`src/rtl/hdlc_tx_sequencer.sv`:
```
// HDLC transmit sequencer: wraps a payload stream in 0x7E flags, an optional CRC-16/X.25 FCS, or an 0xFF abort.
// One registered byte per serializer slot (ser_ready with no strobe last cycle); data_ready is combinational.
module hdlc_tx_sequencer #(
    parameter bit IDLE_FLAGS = 1'b1,
    parameter bit FCS_EN     = 1'b1
) (
    input  logic       clk,
    input  logic       reset,
    input  logic       frame_valid,
    input  logic [7:0] data_in,
    input  logic       data_valid,
    input  logic       data_last,
    output logic       data_ready,
    input  logic       abort_req,
    input  logic       ser_ready,
    output logic [7:0] ser_data,
    output logic       ser_strobe,
    output logic       ser_stuff,
    output logic       tx_busy,
    output logic       tx_done,
    output logic       tx_aborted
);

    typedef enum logic [2:0] {
        S_IDLE,
        S_OPEN,
        S_DATA,
        S_FCS_LO,
        S_FCS_HI,
        S_CLOSE,
        S_ABORT
    } state_t;

    localparam logic [7:0]  FLAG_BYTE  = 8'h7E;
    localparam logic [7:0]  ABORT_BYTE = 8'hFF;
    localparam logic [15:0] FCS_INIT   = 16'hFFFF;

    state_t      state_q, state_d;
    logic [15:0] fcs_q, fcs_d;
    logic [7:0]  ser_data_q, ser_data_d;
    logic        ser_strobe_q, ser_strobe_d;
    logic        ser_stuff_q, ser_stuff_d;
    logic        tx_done_q, tx_done_d;
    logic        tx_aborted_q, tx_aborted_d;
    logic        slot;

    // Reflected CRC-16 (poly 0x8408), one byte consumed LSB first.
    function automatic logic [15:0] fcs_update(input logic [15:0] crc, input logic [7:0] b);
        logic [15:0] c;
        c = crc;
        for (int i = 0; i < 8; i++) begin
            if (c[0] ^ b[i]) begin
                c = (c >> 1) ^ 16'h8408;
            end else begin
                c = c >> 1;
            end
        end
        return c;
    endfunction

    // The strobe register doubles as the previous-strobe flag, so strobes can never be adjacent.
    assign slot       = ser_ready & ~ser_strobe_q;
    assign tx_busy    = (state_q != S_IDLE);
    assign data_ready = (state_q == S_DATA) & slot & data_valid & ~abort_req;

    always_comb begin
        state_d      = state_q;
        fcs_d        = fcs_q;
        ser_data_d   = ser_data_q;
        ser_stuff_d  = ser_stuff_q;
        ser_strobe_d = 1'b0;
        tx_done_d    = 1'b0;
        tx_aborted_d = 1'b0;

        case (state_q)
            S_IDLE: begin
                if (slot && (frame_valid || IDLE_FLAGS)) begin
                    ser_strobe_d = 1'b1;
                    ser_data_d   = FLAG_BYTE;
                    ser_stuff_d  = 1'b0;
                    if (frame_valid) begin
                        state_d = S_DATA;
                    end
                end
            end
            S_OPEN: begin
                if (abort_req) begin
                    state_d = S_ABORT;
                end else if (slot) begin
                    ser_strobe_d = 1'b1;
                    ser_data_d   = FLAG_BYTE;
                    ser_stuff_d  = 1'b0;
                    state_d      = S_DATA;
                end
            end
            S_DATA: begin
                if (abort_req) begin
                    state_d = S_ABORT;
                end else if (slot) begin
                    if (data_valid) begin
                        ser_strobe_d = 1'b1;
                        ser_data_d   = data_in;
                        ser_stuff_d  = 1'b1;
                        fcs_d        = fcs_update(fcs_q, data_in);
                        if (data_last) begin
                            state_d = FCS_EN ? S_FCS_LO : S_CLOSE;
                        end
                    end else begin
                        // Source ran dry mid-frame: the frame cannot be completed.
                        state_d = S_ABORT;
                    end
                end
            end
            S_FCS_LO: begin
                if (abort_req) begin
                    state_d = S_ABORT;
                end else if (slot) begin
                    ser_strobe_d = 1'b1;
                    ser_data_d   = ~fcs_q[7:0];
                    ser_stuff_d  = 1'b1;
                    state_d      = S_FCS_HI;
                end
            end
            S_FCS_HI: begin
                if (abort_req) begin
                    state_d = S_ABORT;
                end else if (slot) begin
                    ser_strobe_d = 1'b1;
                    ser_data_d   = ~fcs_q[15:8];
                    ser_stuff_d  = 1'b1;
                    state_d      = S_CLOSE;
                end
            end
            S_CLOSE: begin
                if (abort_req) begin
                    state_d = S_ABORT;
                end else if (slot) begin
                    ser_strobe_d = 1'b1;
                    ser_data_d   = FLAG_BYTE;
                    ser_stuff_d  = 1'b0;
                    tx_done_d    = 1'b1;
                    fcs_d        = FCS_INIT;
                    state_d      = S_IDLE;
                end
            end
            S_ABORT: begin
                if (slot) begin
                    ser_strobe_d = 1'b1;
                    ser_data_d   = ABORT_BYTE;
                    ser_stuff_d  = 1'b0;
                    tx_aborted_d = 1'b1;
                    fcs_d        = FCS_INIT;
                    state_d      = S_IDLE;
                end
            end
            default: begin
                state_d = S_IDLE;
            end
        endcase
    end

    always_ff @(posedge clk) begin
        if (!reset) begin
            state_q      <= S_IDLE;
            fcs_q        <= FCS_INIT;
            ser_data_q   <= FLAG_BYTE;
            ser_strobe_q <= 1'b0;
            ser_stuff_q  <= 1'b0;
            tx_done_q    <= 1'b0;
            tx_aborted_q <= 1'b0;
        end else begin
            state_q      <= state_d;
            fcs_q        <= fcs_d;
            ser_data_q   <= ser_data_d;
            ser_strobe_q <= ser_strobe_d;
            ser_stuff_q  <= ser_stuff_d;
            tx_done_q    <= tx_done_d;
            tx_aborted_q <= tx_aborted_d;
        end
    end

    assign ser_data   = ser_data_q;
    assign ser_strobe = ser_strobe_q;
    assign ser_stuff  = ser_stuff_q;
    assign tx_done    = tx_done_q;
    assign tx_aborted = tx_aborted_q;

endmodule
```
`config.mk`:
```
export PLATFORM = sky130hd
export DESIGN_NAME = hdlc_tx_sequencer
export DESIGN_NICKNAME = d
export VERILOG_FILES = /design/src/rtl/hdlc_tx_sequencer.sv
export SDC_FILE = /design/constraint.sdc
export NUM_CORES = 1
export LEC_CHECK = 0
export BUFFER_PORTS_ARGS = -buffer_cell sky130_fd_sc_hd__buf_2
export CORE_UTILIZATION = 55
export DETAILED_ROUTE_END_ITERATION = 10
export GPL_ROUTABILITY_DRIVEN = 0
export PLACE_DENSITY = 0.78
export SYNTH_ARGS = -nofsm -noshare
export SYNTH_HDL_FRONTEND = slang
export SYNTH_SLANG_ARGS = --single-unit
```
`constraint.sdc`:
```
create_clock -name clk -period 2.04 [get_ports clk]
set_input_delay 0.204 -clock clk [delete_from_list [all_inputs] [get_ports clk]]
set_output_delay 0.204 -clock clk [all_outputs]
set_load 0.01 [all_outputs]
```
After elaboration in Yosys (flattened, before gate mapping)
Index checks and enable logic that the tools add are counted.
{"block": "classes", "add_sub_neg": 0, "n_mul": 0, "div_mod_pow": 0, "magnitude_cmp": 0, "eq_ne": 25, "n_shift": 0, "n_mux": 82, "bitwise_logic": 24, "reduce_logical": 15}
{"operator": "$mux W16", "n": 41}
{"operator": "$mux W8", "n": 10}
{"operator": "$pmux W16 S3", "n": 1}
{"operator": "$pmux W8 S6", "n": 1}
{"operator": "$mux W3", "n": 14}
{"operator": "$ne A2 B2 Y1 const B", "n": 13}
{"operator": "$not A2 Y3", "n": 8}
{"operator": "$pmux W3 S7", "n": 1}
{"operator": "$not A8 Y8", "n": 2}
{"operator": "$reduce_and A7 Y1", "n": 2}
{"operator": "$mux W1", "n": 12}
{"operator": "$ne A3 B3 Y1 const B", "n": 4}
{"operator": "$reduce_and A10 Y1", "n": 1}
{"operator": "$eq A3 B3 Y1 const B", "n": 3}
{"operator": "$xor A1 B1 Y1", "n": 8}
{"operator": "$eq A3 B2 Y1 const B", "n": 2}
{"operator": "$reduce_bool A3 Y1", "n": 2}
{"operator": "$reduce_bool A6 Y1", "n": 1}
{"operator": "$reduce_or A2 Y1", "n": 3}
{"operator": "$reduce_and A5 Y1", "n": 1}
{"operator": "$and A1 B1 Y1", "n": 4}
{"operator": "$ne A4 B4 Y1 const B", "n": 1}
{"operator": "$pmux W1 S4", "n": 1}
{"operator": "$reduce_and A2 Y1", "n": 2}
{"operator": "7 further kinds", "n": 8}
{"block": "totals", "reg_bits": 31, "latchBits": 0, "ramBits": 0, "rom_bits": 0, "inputBits": 15, "out_inout_bits": 14, "mem_count": 0}

Logic depth before layout (Yosys ltp)
{"block": "depth", "depth_word": 48, "depth_mapped": 7, "mapped_depth_nobuf": 5}

Least setup slack after synthesis
OpenSTA, ideal clock, no wires.
{"block": "synth_path", "kind": "flip-flop to flip-flop", "start": "register state_q[0]", "end": "register fcs_q[13]", "setup_ns": 0.129, "t_arrival_ns": 1.441, "required_time_ns": 1.911, "slack_ns": 0.470, "path_stages_with_launch": 7, "synth_period_minus_slack_ns": 1.570, "cell_sequence": "dfxtp_1 > buf_2 > mux2_4 > a31oi_4 > buf_6 > mux2i_1 > nand2_1"}
{"block": "synth_via", "elab_chain_len": 3, "word_cells_on_any_way": 10, "cone_classes": "eq/ne (7); mux (1); reduce/logical (2)"}
{"element": "start: declaration", "line": "38", "text": "state_t state_q, state_d;"}
{"element": "start signal: assignment", "line": "172", "text": "state_q <= state_d;"}
{"element": "$eq A3 B2 Y1 / $eq A3 B3 Y1 (equally long branches)", "line": "75", "text": "case (state_q)"}
{"element": "$ne A2 B2 Y1 (no source line) / $reduce_bool A3 Y1 (equally long branches)"}
{"element": "$reduce_and A5 Y1 (no source line)"}
{"element": "end signal: assignment", "line": "173", "text": "fcs_q <= fcs_d;"}
{"element": "end: declaration", "line": "39", "text": "logic [15:0] fcs_q, fcs_d;"}
Parallel ways exist; a longest one is shown, timed or not.
A chain may end at the register's enable or synchronous reset.

Worst setup path after layout
{"block": "layout_path", "start": "register state_q[1]", "end": "output port data_ready"}
{"block": "layout_via", "elab_chain_len": 4}
{"element": "$eq A3 B2 Y1", "line": "64", "text": "assign data_ready = (state_q == S_DATA) & slot & data_valid & ~abort_req;"}
{"element": "$and A1 B1 Y1 (3 in a row)", "line": "64"}
{"element": "end: declaration", "line": "13", "text": "output logic data_ready,"}
Every way passes these cells.

==> impl_metrics.env <==
export IMPL_cts_tree="built"
export IMPL_totalWireLength_um=3640
export IMPL_synth_adder_area_share_pct=0.569
export IMPL_yosysSeqAreaShare_pct=35.3
export IMPL_grt_busiest_layer="met1"
export IMPL_grt_max_degree=21
export IMPL_grt_util_met3_pct=6.81
export IMPL_grt_overflow_total=0
export IMPL_status="complete, no violations"
export IMPL_syn_area_um2=1760
export IMPL_fin_crit_ns=1.85
export IMPL_core_area_um2=3050
export IMPL_timing_rr_end="state_q[2]$_SDFFE_PN0P_"
export IMPL_drv_slew=0
export IMPL_drc=0
export IMPL_power_density_nw_per_um2=647
export IMPL_post_cts_buffers=0
export IMPL_syn_inst=204
export IMPL_wl_per_cell_um=12.9
export IMPL_syn_area_per_cell_um2=8.62
export IMPL_r2r_cells=6
export IMPL_dp_hpwl_um=2740
export IMPL_critPathMaxStageDelay_ns=0.35
export IMPL_die_h_um=58.5
export IMPL_postCtsHoldBufs=0
export IMPL_grt_pass1_vias=1337
export IMPL_ant_nets=0
export IMPL_yosys_cell_types_count=42
export IMPL_dr_pass1_iters=4
export IMPL_maxCapViolCount=0
export IMPL_synth_top_family_by_area="simple AND/OR/NAND/NOR gates"
export IMPL_clock_skew_ns=0.00628
export IMPL_p_leak_uw=0.000860
export IMPL_dieArea_um2=3430
export IMPL_synthXorXnorAreaFrac_pct=12.5
export IMPL_path_cells="buf_4, nor2b_1, nand2_1, nor2_1, buf_2"
export IMPL_dp_cells=274
export IMPL_drt_iter0_drc=76
export IMPL_synth_edff_count=0
export IMPL_grt_antenna_before_repair=0
export IMPL_cts_reportedPaths_clkPinSlew_ns=0.09
export IMPL_worstSetupPathType="flip-flop to output pin"
export IMPL_period_share_pct=90.5
export IMPL_tightest_slew_ns=0.497
export IMPL_area_growth_pct=14.9
export IMPL_grt_use_met1_pct=36.4
export IMPL_startpoint="state_q[1]$_SDFFE_PN0P_"
export IMPL_final_cells=282
export IMPL_die_x_um=58.5
export IMPL_viasPerCell=5.48
export IMPL_setup_tns_ns=0
export IMPL_syn_nets=219
export IMPL_hold_depth=2
export IMPL_synth_seq_cells=31
export IMPL_synthFlopType="dfxtp_1"
export IMPL_cp_arrival_ns=1.64
export IMPL_vias=1544
export IMPL_synth_compound_area_share_pct=21.4
export IMPL_finalHoldViolCount=0
export IMPL_cp_end_kind="output pin"
export IMPL_grt_use_met2_pct=33.7
export IMPL_rows=20
export IMPL_fmax_mhz=542
export IMPL_clk_latency_ns=0.34
export IMPL_cts_resized=0
export IMPL_cp_max_fo=20
export IMPL_numClockSinks=31
export IMPL_worstHoldEndpoint="fcs_q[15]$_SDFFE_PN1P_"
export IMPL_synth_mux_area_share_pct=3.70
export IMPL_critPathLaunchType="flip-flop"
export IMPL_r2r_start="state_q[1]$_SDFFE_PN0P_"
export IMPL_worstHoldStart="reset"
export IMPL_setup_reg_to_reg_worst_slack_ns=0.29
export IMPL_maxSlewHeadroom_pct=66.8
export IMPL_cpMaxStageDelayCell="dfxtp_1"
export IMPL_rsz0062_at_grt="no"
export IMPL_io_buffers=28
export IMPL_layout_drive_gt1_share_pct=25.2
export IMPL_ios=29
export IMPL_finalNetCount=252
export IMPL_finalSetupViolCount=0
export IMPL_grt_pass1_wl_um=6310
export IMPL_synth_simple_area_share_pct=22.3
export IMPL_diodes=0
export IMPL_grt_util_all_layers_pct=24.7
export IMPL_synth_yosys_warnings=0
export IMPL_vdd_drop_max_mv=0.391
export IMPL_root_buffer="clkbuf_4"
export IMPL_cp_data_required_time_ns=1.84
export IMPL_start_util_pct=57.6
export IMPL_numCtsBuffers=5
export IMPL_h_tree_depth=2
export IMPL_holdCritPathClass="input port to flip-flop"
export IMPL_synth_async_sr_flop_share_pct=0
export IMPL_clockBufferDepth=2
## worst max path at each step
stage	endpoint	cells after the start	slack (ns)
floorplan	fcs_q[13]$_SDFFE_PN1P_	6	0.47
global placement	state_q[2]$_SDFFE_PN0P_	6	0.34
detailed placement	state_q[2]$_SDFFE_PN0P_	6	0.30
CTS	data_ready	5	0.18
global route	data_ready	5	0.07
finish	data_ready	5	0.19
## per-stage QoR
stage	hold WS [ns]	cell area, um2	setup slack [ns]	total power [uW]	util, %
final	0.184	2020	0.194	1310	66.1
after detailed placement	0.459	1970	0.297	978	64.4
after global placement	0.447	1970	0.340	974	64.4
after floorplan	0.381	1760	0.470	896	-
after CTS	0.176	2020	0.177	1320	66.1
after global routing	0.190	2020	0.0701	1400	66.1
## cell usage after synthesis, drive strengths merged (2+ instances only)
cell type	instances	area share (%)
a2bb2oi	6	3.0
xor2	10	5.0
nor3	5	2.6
o211ai	4	1.7
buf	6	2.4
nor2b	10	3.6
inv	2	0.43
o22ai	2	0.71
xnor2	15	7.5
clkbuf	7	1.5
and2	2	0.71
and3	3	1.1
mux2i	5	2.8
dfxtp	31	35
a21boi	3	1.3
nand3	8	2.3
a221o	5	2.8
a22oi	2	0.85
or2	2	0.71
a21oi	3	0.85
o21ai	17	5.7
nor2	7	1.6
nand2	33	7.0
or3	2	0.71
nand2b	3	1.1
## critical path, delay by kind of cell (launching register included)
kind          cells  cell delay (ns)
buf+inv           2             0.35
flops             1             0.35
simple gates      3             0.61
## flip-flops by register name, indices dropped and copies added, names as in the netlist
register    count
fcs_q          16
ser_data        8
state_q         3
ser_strobe      1
ser_stuff       1
tx_aborted      1
tx_done         1
## cell type report
class	instances	area (um2)
multi-input cells	158	1060
fillers	275	1030
flip-flops and latches	31	621
repair buffers	39	223
well taps	44	55.1
clock buffers	5	37.5
clock inverters	3	15.0
inverters	2	7.51
## layer usage
layer,vias up,part of all wire [%]
met2,47,44
met5,-,0
met4,0,1.6
met1,712,48
li1,780,-
met3,5,6.7
## power breakdown
| group | switching (uW) | internal (uW) | total (uW) | leakage, uW |
|---|---|---|---|---|
| Combinational | 172 | 145 | 317 | 0.000573 |
| Clock | 213 | 128 | 341 | 0.0000347 |
| Sequential | 17.7 | 631 | 649 | 0.000253 |
## cell families (layout without fill, tap and decap cells)
family | after synthesis | in the layout
flops | 31 | 31
xor+xnor | 25 | 25
compound gates | 49 | 49
simple gates | 77 | 77
mux | 6 | 6
buf+inv | 15 | 49
fa+ha+maj | 1 | 1
## placed cells by master, fill, tap and decap left out, types with 4 or more instances in the layout
master and count:
nand2_1 33, dfxtp_1 31, buf_2 28, xnor2_1 15
o21ai_0 13, buf_4 11, nor2b_1 10, xor2_1 10
nand3_1 8, nor2_1 6, a2bb2oi_1 6, mux2i_1 5
a221o_1 5, clkbuf_4 5, nor3_2 4, o21ai_2 4
o211ai_1 4
Note: power is estimated with default switching activity, not from simulation.
